**src/rtl/setcc_sequencer.sv**
```systemverilog
// setcc_sequencer: front end of setcc_logic.
// It owns the architectural flags register, the predicate bit s and a count of
// in-flight flag-writing ALU ops. A SETcc request is captured in IDLE. It waits
// in WAIT while any flag write is still outstanding. In EVAL it presents a
// stable operand set to setcc_logic, and the result is committed into s at the
// end of that cycle.
//
// Handshake: a request transfers on a rising edge where req_valid & req_ready
// are both 1. req_ready depends only on registered state, never on req_valid.
// The request fields are sampled only in that cycle.

module setcc_sequencer #(
    parameter int PEND_W = 3
) (
    input  logic       clk,
    input  logic       rst,
    input  logic       flag_issue,
    output logic       pend_full,
    input  logic       alu_flags_we,
    input  logic [3:0] alu_flags,
    input  logic       req_valid,
    output logic       req_ready,
    input  logic [2:0] req_op,
    input  logic [3:0] req_mask,
    input  logic [3:0] req_expected,
    output logic       previous_s,
    output logic [2:0] op,
    output logic [3:0] mask,
    output logic [3:0] expected_flags,
    output logic [3:0] current_flags,
    input  logic       s_next,
    output logic       s,
    output logic       s_commit,
    output logic       overflow_err,
    output logic [1:0] state_o
);

    typedef enum logic [1:0] {
        IDLE = 2'd0,
        WAIT = 2'd1,
        EVAL = 2'd2
    } state_e;

    localparam logic [PEND_W-1:0] PEND_MAX = {PEND_W{1'b1}};
    localparam logic [PEND_W-1:0] PEND_ONE = PEND_W'(1);

    state_e            state_q, state_d;
    logic [PEND_W-1:0] pend_q, pend_d;
    logic [3:0]        flags_q, flags_d;
    logic              s_q, s_d;
    logic              commit_q, commit_d;
    logic              ovf_q, ovf_d;
    logic [2:0]        op_q, op_d;
    logic [3:0]        mask_q, mask_d;
    logic [3:0]        expected_q, expected_d;

    logic pend_zero;
    logic issue_ok;
    logic accept;

    assign pend_full = (pend_q == PEND_MAX);
    assign pend_zero = (pend_q == '0);
    // An issue that arrives when the counter is full is dropped, not counted.
    assign issue_ok  = flag_issue & ~pend_full;
    assign req_ready = (state_q == IDLE);
    assign accept    = req_valid & req_ready;

    assign previous_s     = s_q;
    assign s              = s_q;
    assign op             = op_q;
    assign mask           = mask_q;
    assign expected_flags = expected_q;
    assign current_flags  = flags_q;
    assign s_commit       = commit_q;
    assign overflow_err   = ovf_q;
    assign state_o        = state_q;

    // Pending flag-write counter with saturation at both ends, plus sticky overflow.
    always_comb begin
        pend_d = pend_q;
        ovf_d  = ovf_q;
        if (flag_issue && pend_full) begin
            ovf_d = 1'b1;
        end
        if (issue_ok && !alu_flags_we) begin
            pend_d = pend_q + PEND_ONE;
        end else if (!issue_ok && alu_flags_we && !pend_zero) begin
            pend_d = pend_q - PEND_ONE;
        end
    end

    // Flags register follows every ALU writeback, whatever the FSM is doing.
    always_comb begin
        flags_d = flags_q;
        if (alu_flags_we) begin
            flags_d = alu_flags;
        end
    end

    // Request FSM: capture in IDLE, stall in WAIT, commit the result in EVAL.
    // The stall decision uses the registered count, so an issue in the accept
    // cycle is younger than the request and does not stall it.
    always_comb begin
        state_d    = state_q;
        op_d       = op_q;
        mask_d     = mask_q;
        expected_d = expected_q;
        s_d        = s_q;
        commit_d   = 1'b0;
        unique case (state_q)
            IDLE: begin
                if (accept) begin
                    op_d       = req_op;
                    mask_d     = req_mask;
                    expected_d = req_expected;
                    state_d    = pend_zero ? EVAL : WAIT;
                end
            end
            WAIT: begin
                if (pend_zero) begin
                    state_d = EVAL;
                end
            end
            EVAL: begin
                s_d      = s_next;
                commit_d = 1'b1;
                state_d  = IDLE;
            end
            default: begin
                state_d = IDLE;
            end
        endcase
    end

    // State registers; reset drops any captured request without committing.
    always_ff @(posedge clk) begin
        if (rst) begin
            state_q    <= IDLE;
            pend_q     <= '0;
            flags_q    <= '0;
            s_q        <= 1'b0;
            commit_q   <= 1'b0;
            ovf_q      <= 1'b0;
            op_q       <= '0;
            mask_q     <= '0;
            expected_q <= '0;
        end else begin
            state_q    <= state_d;
            pend_q     <= pend_d;
            flags_q    <= flags_d;
            s_q        <= s_d;
            commit_q   <= commit_d;
            ovf_q      <= ovf_d;
            op_q       <= op_d;
            mask_q     <= mask_d;
            expected_q <= expected_d;
        end
    end

endmodule

```
**config.mk**
```make
export PLATFORM = sky130hd
export DESIGN_NAME = setcc_sequencer
export DESIGN_NICKNAME = d
export VERILOG_FILES = /design/src/rtl/setcc_sequencer.sv
export SDC_FILE = /design/constraint.sdc
export NUM_CORES = 1
export LEC_CHECK = 0
export ABC_AREA = 1
export ABC_CLOCK_PERIOD_IN_PS = 4400
export CORE_ASPECT_RATIO = 0.6
export CORE_MARGIN = 10
export CORE_UTILIZATION = 30
export CTS_BUF_LIST = sky130_fd_sc_hd__clkbuf_4
export DETAILED_ROUTE_END_ITERATION = 16
export GPL_TIMING_DRIVEN = 0
export HOLD_SLACK_MARGIN = 0.05
export RECOVER_POWER = 25
export SYNTH_ARGS = -nofsm -noshare
export SYNTH_HDL_FRONTEND = slang
export SYNTH_SLANG_ARGS = --single-unit
```
**constraint.sdc**
```tcl
create_clock -name clk -period 4.4 [get_ports clk]
set_input_delay 0.88 -clock clk [delete_from_list [all_inputs] [get_ports clk]]
set_output_delay 0.88 -clock clk [all_outputs]
set_load 0.05 [all_outputs]
```
==> impl_metrics.tcl, run 1 <==
set metrics [dict create \
    cts.sinks 23 \
    reg2reg_to "pend_q[2]" \
    setup_tns_ns 0 \
    criticalPathCategory "reg2out" \
    status "finished clean" \
    track_usage 0.0921 \
    max_freq_ghz 0.374 \
    total_power_mw 0.545 \
    ios 44 \
    tritoncts "yes" \
    cts_setup_buffers 0 \
    hold_start "mask[3]" \
    clockPowerShare 0.189 \
    vias_per_cell 4.27 \
    die-area_sq_um 5580 \
    ys_warn_count 0 \
    cts_buffer_depth 2 \
    gp_congestion 0.839 \
    swShare 0.368 \
    post_drt_wl_per_cell_um 12.2 \
    die_h_um 62 \
    p_per_area_nw_per_um2 391 \
    worstSkewPairLatency_ns 0.31 \
    leakage_nw 0.579 \
    path_max_fanout 4 \
    fin_crit_ns 2.67 \
    synth_cells 113 \
    synth.top_cells.by_area "dfxtp_1, nor2_1, o21ai_0" \
    synth_top_area_cell "dfxtp_1" \
    use_met3 0.0624 \
    layout-drive-gt1-share 0.0875 \
    dp_hpwl_mm 2.02 \
    grt_pass1_vias 889 \
    use_met2 0.157 \
    cts-resized-gates 0 \
    postRouteAntennaNets 0 \
    num_vias 863 \
    cts-buffers-inserted 3 \
    postCtsHoldBufs 0 \
    first_pass_iters 4 \
    ff2ff_path_depth 9 \
    rsz0062_at_grt "no" \
    num_rows 15 \
    slew-limit-headroom 0.651 \
    avgSynthCellArea_sq_um 7.81 \
    most-common-layout-cells "clkdlybuf4s50_1, nor2_1, dfxtp_1, o21ai_0, nand2_1" \
    setup.worst_path.start_class "flip-flop" \
    tightest_slew_ns 0.522 \
    grt_busiest_layer "met2" \
    ys_types 15 \
    internal_power_mw 0.344 \
    rr_startpoint "pend_q[0]" \
    grt_max_degree 13 \
    drt_iter0_markers 29 \
    finalMaxSlewViolations 0 \
    syn-num-nets 135 \
    finalNetCount 183 \
    worst_ep_required_time_ns 3.52 \
    path_clk_slew_ns 0.12 \
    worst_setup_path_end_kind "output pin" \
    maxCapViolCount 0 \
    diodes 0 \
    die_x_um 90.0 \
    final_common_cell "clkdlybuf4s50_1" \
    setup_viol 0 \
    ir_worst_vdd_uv 158 \
    start_util 0.311 \
    worstSetupEndpoint "pend_full" \
    seqPwrFrac 0.449 \
    antenna_found_initial 0 \
    port-buffer-count 43 \
    ys_seq_elements 23 \
    drc 0 \
    syn2layout_area_growth_pct 58.2 \
    synth_area_sq_um 882 \
    switchingPower_mw 0.201 \
    htreeDepth 1 \
    cts-root-buf "clkbuf_4" \
    comb_power_share 0.362 \
    seq_area_frac_synth 0.522 \
    fin_crit_sh 0.608 \
    hold_violations 0 \
    crit_start "pend_q[0]" \
    reg2reg_slack_ns 2.89 \
    finClkSkew_ns 0.00592 \
    overflow 0 \
    postRouteWirelength_mm 2.46 \
    hp-class "reg2reg" \
    use_met1 0.0964 \
    grt_first_pass_wirelength_mm 4.13 \
    yosys.area.top_type_share 0.522 \
    whs_ns 0.495 \
    cp_data_arrival_time_ns 1.79 \
    fp.coreArea_sq_um 2830 \
]
cell families after synthesis:
| group | share of synthesized area |
|---|---|
| adder cells (fa/ha/maj) | 0.0227 |
| AND/OR/NAND/NOR | 0.265 |
| AO/OA/AOI/OAI | 0.128 |
| flip-flops | 0.522 |
| buffers and inverters | 0.0624 |
sequential cells by signal, indices dropped and copies added, names as in the netlist:
name and cells:
pend_q 3, state_o 2, s_commit 1, overflow_err 1, expected_flags 4, previous_s 1
current_flags 4, op 3, mask 4
cell usage after synthesis, drive strengths merged:
cell type,n
clkbuf,1
fa,1
buf,3
inv,8
o211ai,1
o21ai,16
nand2,8
dfxtp,23
a21oi,5
nand3,8
nor2,39
routing by layer:
metal	routed length, um	up-vias
li1	-	455
met5	0	-
met1	1030	381
met3	250	2
met2	1170	25
met4	12	0
per-stage QoR:
step | cells | area [sq um] | util | setup WS (ns)
after floorplan | 113 | 882 | - | 2.50
after global placement | 198 | 1370 | 0.482 | 1.81
after detailed placement | 198 | 1370 | 0.482 | 1.78
after CTS | 202 | 1400 | 0.492 | 1.68
after global routing | 202 | 1400 | 0.492 | 1.59
final | 202 | 1400 | 0.492 | 1.73
worst max-delay path, cell delays in order, from the launching register on:
cell and delay [ns]:
dfxtp_1 0.44, nand3_2 0.14, inv_1 0.10, clkdlybuf4s50_1 0.81
power by group through the flow:
stage	Sequential [mW]	Clock, mW	Combinational, mW
after floorplan	0.312	0	0.0623
after global placement	0.248	0	0.198
after detailed placement	0.250	0	0.200
after CTS	0.245	0.112	0.201
after global routing	0.248	0.118	0.214
final	0.245	0.103	0.197
how the worst min path moves through the flow:
stage / endpoint / slack, ns / depth (start not counted)
CTS: mask[3] / 0.50 / 2
finish: mask[3] / 0.50 / 2
global placement: overflow_err / 0.46 / 2
floorplan: pend_q[1] / 0.51 / 2
detailed placement: overflow_err / 0.47 / 2
global route: op[0] / 0.53 / 2
area by class of cell:
| class | instances | area, sq um |
|---|---|---|
| fill | 305 | 1440 |
| sequential | 23 | 460 |
| timing repair buffer | 43 | 430 |
| multi-input combinational | 78 | 367 |
| tap | 42 | 52.6 |
| clock buffer | 4 | 30.0 |
| inverter | 8 | 30.0 |
| buffer | 4 | 25.0 |
Note: power is estimated with default switching activity, not from simulation.
==> run 2: changes to the inputs <==
Settings changed: ABC_CLOCK_PERIOD_IN_PS 4400 to 2500.
Clock period 4.4 ns to 2.5 ns, I/O delays scaled along.
==> results of run 2 <==
The final DEF is identical to that of run 1. Status: finished clean.
Among the figures that moved: setup slack after placement 1.78 ns -> 0.259 ns; setup slack after layout 1.73 ns -> 0.206 ns; register-to-register setup slack 2.89 ns -> 0.99 ns; total power 0.545 mW -> 0.959 mW; worst IR drop on VDD 158 uV -> 279 uV
